## config.mk

```make
export PLATFORM = sky130hd
export DESIGN_NAME = mac_vec_seq
export DESIGN_NICKNAME = d
export VERILOG_FILES = /design/src/rtl/mac_vec_seq.sv
export SDC_FILE = /design/constraint.sdc
export NUM_CORES = 2
export LEC_CHECK = 0
export BUFFER_PORTS_ARGS = -buffer_cell sky130_fd_sc_hd__buf_2
export CORE_AREA = 2 2 234 408
export DETAILED_ROUTE_END_ITERATION = 12
export DIE_AREA = 0 0 236 410
export GPL_ROUTABILITY_DRIVEN = 0
export SYNTH_ARGS = -nofsm -noshare
export SYNTH_HDL_FRONTEND = slang
export SYNTH_SLANG_ARGS = --single-unit
```

## constraint.sdc

```tcl
create_clock -name clk -period 15.61 [get_ports clk]
set_input_delay 0.7805 -clock clk [delete_from_list [all_inputs] [get_ports clk]]
set_output_delay 0.7805 -clock clk [all_outputs]
set_load 0.05 [all_outputs]
```

## src/rtl/mac_vec_seq.sv

```systemverilog
// Vector multiply-accumulate sequencer: accumulates a*b over up to LEN operand
// pairs (or until in_last), then holds the sum, beat count and overflow flag for the sink.
module mac_vec_seq #(
  parameter int BWOP = 32,
  parameter int NAB  = 0,
  parameter int LEN  = 8,
  parameter int CW   = 8
) (
  input  logic            clk,
  input  logic            rst,
  input  logic            in_valid,
  output logic            in_ready,
  input  logic [BWOP-1:0] in_a,
  input  logic [BWOP-1:0] in_b,
  input  logic            in_last,
  output logic            out_valid,
  input  logic            out_ready,
  output logic [BWOP-1:0] out_c,
  output logic [CW-1:0]   out_cnt,
  output logic            out_ovf
);

  // Handshake: a pair transfers on a rising clk edge where in_valid & in_ready;
  // a result transfers where out_valid & out_ready. in_ready/out_valid depend on
  // state only, so neither side may wait on the other combinationally.

  typedef enum logic [1:0] {
    IDLE = 2'd0,
    ACC  = 2'd1,
    DONE = 2'd2
  } state_t;

  localparam logic [BWOP-1:0] NAB_MASK = {BWOP{1'b1}} << NAB;

  state_t            state;
  state_t            state_nxt;
  logic [BWOP-1:0]   acc;
  logic [CW-1:0]     cnt;
  logic              ovf;

  logic              accept;
  logic              handoff;
  logic [2*BWOP-1:0] full_prod;
  logic [BWOP-1:0]   prod;
  logic              p_ovf;
  logic [BWOP:0]     sum;
  logic [CW-1:0]     cnt_inc;
  logic              close_acc;

  assign accept    = in_valid & in_ready;
  assign handoff   = out_valid & out_ready;
  assign full_prod = {{BWOP{1'b0}}, in_a} * {{BWOP{1'b0}}, in_b};
  assign prod      = full_prod[BWOP-1:0] & NAB_MASK;
  assign p_ovf     = |full_prod[2*BWOP-1:BWOP];
  assign sum       = {1'b0, acc} + {1'b0, prod};
  assign cnt_inc   = cnt + 1'b1;
  assign close_acc = in_last || (cnt_inc == CW'(LEN));

  // State register
  always_ff @(posedge clk) begin
    if (rst) begin
      state <= IDLE;
    end else begin
      state <= state_nxt;
    end
  end

  // Next-state logic
  always_comb begin
    state_nxt = state;
    case (state)
      IDLE: if (accept) state_nxt = (in_last || LEN == 1) ? DONE : ACC;
      ACC:  if (accept && close_acc) state_nxt = DONE;
      DONE: if (handoff) state_nxt = IDLE;
      default: state_nxt = IDLE;
    endcase
  end

  // Outputs decoded from registered state; result fields read as zero until DONE
  always_comb begin
    in_ready  = 1'b1;
    out_valid = 1'b0;
    out_c     = '0;
    out_cnt   = '0;
    out_ovf   = 1'b0;
    if (state == DONE) begin
      in_ready  = 1'b0;
      out_valid = 1'b1;
      out_c     = acc;
      out_cnt   = cnt;
      out_ovf   = ovf;
    end
  end

  // Accumulator datapath
  always_ff @(posedge clk) begin
    if (rst) begin
      acc <= '0;
      cnt <= '0;
      ovf <= 1'b0;
    end else begin
      case (state)
        IDLE: if (accept) begin
          acc <= prod;
          cnt <= CW'(1);
          ovf <= p_ovf;
        end
        ACC: if (accept) begin
          acc <= sum[BWOP-1:0];
          cnt <= cnt_inc;
          ovf <= ovf | p_ovf | sum[BWOP];
        end
        DONE: if (handoff) begin
          acc <= '0;
          cnt <= '0;
          ovf <= 1'b0;
        end
        default: begin
          acc <= '0;
          cnt <= '0;
          ovf <= 1'b0;
        end
      endcase
    end
  end

endmodule
```

==> impl_metrics.yaml <==
placed_design:
  placed_cell_area_um2: 38200
  hpwl_um: 93400
  io_buffer_count: 111
critical_path:
  r2r_slack_ps: 11780
  cp_max_fo: 32
  crit_path_end_kind: "flip-flop"
  cp-startpoint: "in_a[14]"
  ff2ff_path_depth: 15
  r2r-start: "acc[0]$_SDFFE_PP0P_"
  critical_path_required_ps: 15780
  cp-endpoint: "ovf$_SDFFE_PP0P_"
  critPathLaunchType: "input pin"
  timing.rr.end: "acc[30]$_SDFFE_PP0P_"
  path_class: "in -> reg"
  arrival_ps: 9830
global_routing:
  grt_pass1_vias: 31800
  grt_max_degree: 42
  grt_usage_pct: 24.7
  overflow: 0
  antenna_found_initial: 4
  grt_pass1_wl_um: 182000
synthesis:
  synth_seq_cells: 43
  synth_edf_count: 0
  seq_area_frac_synth_pct: 2.32
  postSynthAreaPerCell_um2: 8.95
  yosys_warnings: 0
  synth.cell_area_um2: 37000
  async_reset_ff_share_pct: 0
  synth.lib_cells_used.distinct: 76
  synthCells: 4140
  synthesis.nets: 5402
  ys.flop_type: "dfxtp_1"
timing:
  fmax_mhz: 104
  slew_headroom_pct: 13.2
  rsz0062_at_grt: "no"
  fin_skew_ps: 8.67
  fin_crit_sh_pct: 61.9
  hold_viol: 0
  maxSlewViolCount: 0
  setup_violations: 0
  period_minus_slack_ps: 9660
  tightestPinTransition_ps: 1300
  fin_setup_tns_ps: 0
worst_hold_path:
  hp-class: "reg -> reg"
  holdPathStages: 2
final_layout:
  area_delta_synth_final_pct: 3.52
  drive_gt1_share_pct: 3.78
  nets: 5278
  stdcell_area_um2: 38300
  layout.cells.most_common: "fa_1"
  layout_common_cells: "fa_1 (897), inv_1 (693), and2_1 (639)"
clocking:
  cts-root-buf: "clkbuf_16"
  cts_made_buffers: 5
  cts_tree: "yes"
  post_cts_buffers: 0
  cts_resized: 0
  cts.sinks: 43
  clk_latency_ps: 290
  cts_buffer_depth: 2
  hold_buffers: 0
  clk_pin_slew_ps: 70
  cts_max_level: 2
routing:
  wl_per_cell_um: 22.5
  ant_nets: 0
  topRoutingLayerUsed: "met5"
  wl_met3_um: 4130
  met2_length_um: 64900
  route.detailed.drc: 0
  met1Wirelength_um: 37400
  dr.pass1.iters: 8
  via_count: 28700
  via_per_inst: 5.48
  routed_wl_um: 117000
  first_iter_violations: 1674
floorplanning:
  core_um2: 93800
  fp-row-count: 149
  die_x_um: 236
  start_util_pct: 39.5
  num_io_pins: 112
  die_height_um: 410
  dieArea_um2: 96800
status:
  status: "complete, no violations"
job:
  drv_cap: 0
-- state kept, by name (all words and copies together) (netlist names) --
| register | count |
|---|---|
| acc | 32 |
| cnt | 8 |
| state | 2 |
| ovf | 1 |
-- layer usage --
metal | GRT usage [%] | vias up
met3 | 2.02 | 406
met2 | 47.5 | 963
met1 | 24.0 | 14900
met5 | 0 | -
li1 | - | 12400
met4 | 19.4 | 2
-- cell type report --
type / instances / area (um^2)
well taps: 1208 / 1510
inverters: 693 / 2600
multi-input cells: 3158 / 32600
fillers: 9343 / 55400
diodes: 1 / 2.50
clock buffers: 6 / 139
flip-flops and latches: 43 / 861
repair buffers: 115 / 586
clock inverters: 2 / 16.3
-- worst min path at each step --
| stage | startpoint | end | slack [ps] |
|---|---|---|---|
| 2_1_floorplan | acc[5]$_SDFFE_PP0P_ | acc[5]$_SDFFE_PP0P_ | 440 |
| 3_3_place_gp | acc[5]$_SDFFE_PP0P_ | acc[5]$_SDFFE_PP0P_ | 480 |
| 3_5_place_dp | acc[5]$_SDFFE_PP0P_ | acc[5]$_SDFFE_PP0P_ | 480 |
| 4_1_cts | acc[5]$_SDFFE_PP0P_ | acc[5]$_SDFFE_PP0P_ | 490 |
| 5_1_grt | acc[5]$_SDFFE_PP0P_ | acc[5]$_SDFFE_PP0P_ | 500 |
| 6_report | acc[5]$_SDFFE_PP0P_ | acc[5]$_SDFFE_PP0P_ | 480 |
-- metrics by stage --
step                      utilization [%]  worst slack [ps]  hold slack (ps)  cells
after floorplan                         -              7180              445   4140
after global placement               40.7              5840              476   5217
after detailed placement             40.7              5800              480   5217
after CTS                            40.9              6090              489   5225
after global routing                 40.9              5670              503   5225
final                                40.9              5950              480   5226
-- synth_stat cells (5+ instances only) --
master	instances	area share (%)
clkbuf_1	225	2.3
o31ai_1	8	0.16
nor4_1	7	0.12
o21bai_1	6	0.12
nand3b_1	8	0.16
a21oi_1	114	1.5
inv_1	693	7.0
nor3_1	31	0.42
nand4_1	30	0.51
o21ai_0	81	1.1
a31oi_1	15	0.25
nand2b_1	17	0.29
xor2_1	31	0.73
and3_1	9	0.15
o211ai_1	15	0.30
nand2_1	551	5.6
a22oi_1	20	0.41
o21a_1	16	0.32
nor2b_1	13	0.22
buf_2	15	0.20
ha_1	296	10
or3_1	6	0.10
dfxtp_1	43	2.3
nor2_1	117	1.2
fa_1	897	48
nand3_1	36	0.49
o2111ai_1	5	0.12
o21ai_1	5	0.068
xnor2_1	29	0.69
and2_1	639	11
a21o_1	37	0.75
mux2_2	13	0.40
mux2i_1	15	0.41
a211oi_1	21	0.43
-- worst max-delay path: stages --
cell       delay, ps
buf_2            680
and2_1           260
fa_1             430
fa_1             570
inv_1             70
fa_1             490
fa_1             570
inv_1            130
fa_1             450
fa_1             570
fa_1             430
fa_1             450
ha_1             450
nand4_1          300
or4_1            580
o21ai_1          450
a31oi_1          180
a21oi_1          380
mux2_2           390
a2bb2oi_1        250
nand4_1          160
nor4_1           340
nor2_1           100
o41a_1           330
-- logic make-up (layout without fill, tap and decap cells) --
group	after synthesis	in the layout	synth area share [%]
AOI/OAI and AO/OA	399	399	7.06
xor gates and xnor gates	60	60	1.42
buffers and inverters	939	816	9.61
muxes	28	28	0.800
DFF	43	43	2.32
other	0	1	0
and+or+nand+nor	1478	1478	20.3
adders and majority gates	1193	1193	58.5
Power is not shown: default switching activity piles up to over one toggle a cycle in this logic, so the estimate is an artifact.
